**config.mk**
```make
export PLATFORM = sky130hd
export DESIGN_NAME = multicast_tree_1_n_seq
export DESIGN_NICKNAME = d
export VERILOG_FILES = /design/src/rtl/multicast_tree_1_n_seq.sv
export SDC_FILE = /design/constraint.sdc
export NUM_CORES = 1
export LEC_CHECK = 0
export ABC_AREA = 1
export CORE_UTILIZATION = 30
export DETAILED_ROUTE_END_ITERATION = 8
export PLACE_DENSITY = 0.48
export SLEW_MARGIN = 40
export SYNTH_ARGS = -nofsm -noshare
export SYNTH_HDL_FRONTEND = slang
export SYNTH_SLANG_ARGS = --single-unit
export TNS_END_PERCENT = 30
```
**constraint.sdc**
```tcl
create_clock -name clk -period 2.5 [get_ports clk]
set_input_delay 0.625 -clock clk [delete_from_list [all_inputs] [get_ports clk]]
set_output_delay 0.625 -clock clk [all_outputs]
set_load 0.01 [all_outputs]
```
**src/rtl/multicast_tree_1_n_seq.sv**
```systemverilog
// 1-to-N pipelined distribution tree with per-word destination mask and subtree pruning; latency NUM_LEVEL+1 cycles.
// Backpressure: global lockstep stall when i_en=0 or any valid output is not ready; o_in_ready mirrors the advance.
module multicast_tree_1_n_seq #(
    parameter int DATA_WIDTH      = 32,
    parameter int NUM_OUTPUT_DATA = 8,
    localparam int NUM_LEVEL      = $clog2(NUM_OUTPUT_DATA)
) (
    input  logic                                  clk,
    input  logic                                  rst,
    input  logic                                  i_valid,
    input  logic [DATA_WIDTH-1:0]                 i_data_bus,
    input  logic [NUM_OUTPUT_DATA-1:0]            i_dest_mask,
    input  logic                                  i_en,
    input  logic [NUM_OUTPUT_DATA-1:0]            i_out_ready,
    output logic                                  o_in_ready,
    output logic [NUM_OUTPUT_DATA-1:0]            o_valid,
    output logic [NUM_OUTPUT_DATA*DATA_WIDTH-1:0] o_data_bus,
    output logic                                  o_busy,
    output logic                                  o_drop
);

    localparam int N  = NUM_OUTPUT_DATA;
    localparam int DW = DATA_WIDTH;

    // Internal tree nodes packed level by level: level k starts at node (1<<k)-1.
    // Each level keeps a full N-bit mask; a node's slice is zero whenever the node is invalid.
    logic [N-2:0]           vld_q, vld_d;
    logic [(N-1)*DW-1:0]    dat_q, dat_d;
    logic [NUM_LEVEL*N-1:0] msk_q, msk_d;
    logic [N-1:0]           out_vld_q, out_vld_d;
    logic [N*DW-1:0]        out_dat_q, out_dat_d;
    logic                   drop_q, drop_d;
    logic                   adv;

    assign adv        = i_en & ~|(out_vld_q & ~i_out_ready);
    assign o_in_ready = adv;

    always_comb begin
        vld_d     = '0;
        dat_d     = '0;
        msk_d     = '0;
        out_vld_d = '0;
        out_dat_d = '0;
        drop_d    = adv & i_valid & ~|i_dest_mask;

        vld_d[0] = i_valid & |i_dest_mask;
        if (vld_d[0]) begin
            dat_d[0 +: DW] = i_data_bus;
            msk_d[0 +: N]  = i_dest_mask;
        end

        for (int k = 1; k < NUM_LEVEL; k++) begin
            for (int b = 0; b < N; b++) begin
                int n;
                int p;
                n = b >> (NUM_LEVEL - k);
                p = n >> 1;
                if (vld_q[(1 << (k - 1)) - 1 + p] && msk_q[(k - 1) * N + b]) begin
                    vld_d[(1 << k) - 1 + n]              = 1'b1;
                    msk_d[k * N + b]                     = 1'b1;
                    dat_d[((1 << k) - 1 + n) * DW +: DW] =
                        dat_q[((1 << (k - 1)) - 1 + p) * DW +: DW];
                end
            end
        end

        for (int p = 0; p < N; p++) begin
            int par;
            par = (1 << (NUM_LEVEL - 1)) - 1 + (p >> 1);
            if (vld_q[par] && msk_q[(NUM_LEVEL - 1) * N + p]) begin
                out_vld_d[p]             = 1'b1;
                out_dat_d[p * DW +: DW]  = dat_q[par * DW +: DW];
            end
        end
    end

    always_ff @(posedge clk) begin
        if (!rst) begin
            vld_q     <= '0;
            dat_q     <= '0;
            msk_q     <= '0;
            out_vld_q <= '0;
            out_dat_q <= '0;
            drop_q    <= 1'b0;
        end else begin
            drop_q <= drop_d;
            if (adv) begin
                vld_q     <= vld_d;
                dat_q     <= dat_d;
                msk_q     <= msk_d;
                out_vld_q <= out_vld_d;
                out_dat_q <= out_dat_d;
            end
        end
    end

    assign o_valid    = out_vld_q;
    assign o_data_bus = out_dat_q;
    assign o_busy     = |vld_q | |out_vld_q;
    assign o_drop     = drop_q;

endmodule

```
==> results by group <==
Outcome
  – Status: finished, final reports clean

Floorplanning
  – Num ports: 319
  – Die H: 272 um
  – Row cnt: 98
  – Total core area: 71900 sq um
  – Initial Utilization: 30.5%
  – Chip Width: 272 um
  – Die area: 74100 sq um

Synth
  – Yosys warns: 0
  – Unique masters post-synth: 21
  – Sequential share of the synthesized area: 47.6%
  – Share of the synthesized area in the top cell type: 47.6%
  – Synth area leaders: dfxtp_1, a21oi_1, nand2_1
  – Syn_area_per_cell: 7.08 sq um
  – Post-Syn Instances: 3092
  – Mapped Area: 21900 sq um
  – Post-synthesis sequential element count: 520
  – Post-Syn Nets: 3144
  – Cell taking the most area after synthesis: dfxtp_1

Placement
  – DP HPWL: 50.2 mm
  – Placer Congestion: 0.834
  – Pre-CTS WS: -0.241 ns
  – Placed Cells incl. Taps: 4167
  – Placed Area: 26000 sq um
  – IO Port Bufs: 318

Layout
  – Post-Layout Cell Count: 4274
  – Share of layout cells above drive strength 1: 5.96%
  – Post-layout net count: 3330
  – # fillers: 7589
  – Area growth syn-to-layout: 28.1%
  – Final instance area: 28000 sq um

Clocking
  – TritonCTS clock tree: built
  – CTS max path bufs: 3
  – Root Buffer: clkbuf_16
  – H-tree levels: 2
  – Cts bufs inserted: 59
  – CTS sink cnt: 520
  – Worst skew pair latency: 0.62 ns
  – CTS clock-pin slew for the worst setup and hold paths: 0.06 ns

Critical path
  – Worst setup EP type: output port
  – Critical path class: in2out
  – Reg-to-reg setup timing slack: 0.46 ns
  – WP data required: 1.88 ns
  – WP data arrival: 1.70 ns
  – Critical Path Source Type: primary input
  – Peak fanout along the critical path: 2

Global routing
  – Grt ovf: 0
  – Vias in the first global route: 19500
  – Pin count of the biggest net entering global routing: 111
  – Total track usage: 19.2%
  – Antenna violations before repair: 0
  – First-pass GRT wire length: 114 mm

Job
  – Max Cap Violations: 0

Drt
  – DRC Markers: 0
  – WL final: 73.2 mm
  – Post-route ant nets: 0
  – Wire length per cell: 17.1 um
  – Vias: 20700
  – DRT Pass-1 Iters: 5
  – Vias per Instance: 4.84
  – WL met3: 4.15 mm
  – Met2 Wirelength: 32.2 mm
  – M1 WL: 35.7 mm
  – Top Layer Used: met4
  – Starting DRT DRC Count: 1707

Pwr
  – LEAKAGE: 8.94 nW
  – Power Total: 18.4 mW
  – Worst VDD drop: 0.000595 V
  – Power density cells: 656 nW/um^2

STA
  – Slew headroom: 63.4%
  – Hold_ws: 0.460 ns
  – Final Hold Violating Endpoints: 0
  – Endpoints failing setup: 0
  – Setup Skew: 0.0155 ns
  – Setup slack after layout: 0.176 ns
  – Final slew viol count: 0
  – Actual slew at the worst max-slew pin: 0.549 ns
  – Achievable frequency: 430 MHz
  – Period utilization: 93.0%
  – RSZ-0062 raised after global routing: false
  – Min Clock Period, post-route: 2.32 ns

Worst hold path
  – Hold WC Path Type: reg2reg
## path summary, 6_finish.rpt
path                                    start                          end  cells after the start
hold / removal    o_data_bus[64]$_SDFFE_PN0P_  o_data_bus[64]$_SDFFE_PN0P_                      2
setup / recovery               i_out_ready[2]                   o_in_ready                      8
setup reg to reg      o_valid[0]$_SDFFE_PN0P_       dat_q[11]$_SDFFE_PN0P_                      9
hold reg to reg   o_data_bus[64]$_SDFFE_PN0P_  o_data_bus[64]$_SDFFE_PN0P_                      2
## metal layers
layer  track usage, %  vias up
met1             28.1     9669
met3             3.31       77
li1                 -    10400
met5                0        -
met2             29.1      505
met4             4.44        0
## kinds of logic after synthesis
family | share of synthesized area [%]
AND/OR/NAND/NOR | 29.4
flip-flops | 47.6
AO/OA/AOI/OAI | 13.4
buffers and inverters | 9.67
## worst max-delay path: stages
cell	delay, ns
clkdlybuf4s50_1	0.45
inv_1	0.04
nand2_1	0.07
nand2_1	0.05
nor2_1	0.09
nand2_1	0.09
nor2_4	0.12
clkbuf_2	0.15
## stage by stage
stage                     utilization [%]  TNS, ns
after global routing                 39.0        0
after CTS                            39.0  -0.0175
after global placement               36.1   -43.38
after floorplan                         -        0
after detailed placement             36.1   -43.24
final                                39.0        0
## cell usage in the layout, fill, tap and decap left out, drive strengths merged
master / instances
clkbuf: 88
o21ai: 4
dfxtp: 520
nor2: 356
nor4: 3
inv: 212
a21oi: 535
nand3: 361
nand4: 69
diode: 1
dlygate4sd2: 1
clkinv: 13
a21boi: 32
nand2: 674
nand3b: 13
nor3: 36
clkinvlp: 1
buf: 86
clkdlybuf4s50: 314
bufinv: 5
## cell usage after synthesis
cell type,number
nand2_1,673
a21oi_1,535
dfxtp_1,520
nand3_1,361
nor2_1,353
inv_1,209
buf_2,147
clkbuf_1,103
nand4_1,69
nor3_1,36
a21boi_0,32
buf_4,20
nand3b_1,13
buf_1,5
o21ai_0,4
buf_6,3
nor2_4,3
nor4_1,3
clkinv_1,1
inv_2,1
nand2_2,1
## where the power goes
group	total, mW	internal [mW]	switching (mW)
sequential	8.42	8.36	0.0638
combinational	0.889	0.263	0.626
clock	9.09	5.48	3.61
## flip-flops by register name (all words and copies together) (netlist names)
name        flops
o_data_bus    256
dat_q         224
msk_q          24
o_valid         8
vld_q           7
o_drop          1
## what timing repair did
item,4_1_cts,5_1_grt
pin swaps,0,2
hold buffers,0,0
buffers inserted,0,0
resized for setup,6,6
setup endpoints to repair,3,2
endpoints found under the hold margin,0,0
## final cells by class
cell class	instances	area (sq um)	share of cell area (%)
Clock buffer	86	1800	6.42
Timing Repair Buffer	403	4180	14.9
Multi-Input combinational cell	2083	9400	33.5
Tap cell	950	1190	4.24
Sequential cell	520	10400	37.1
Clock inverter	20	250	0.893
Inverter	211	800	2.85
Antenna cell	1	2.50	0.00893
No activity file was read; power rests on OpenSTA's default activity.
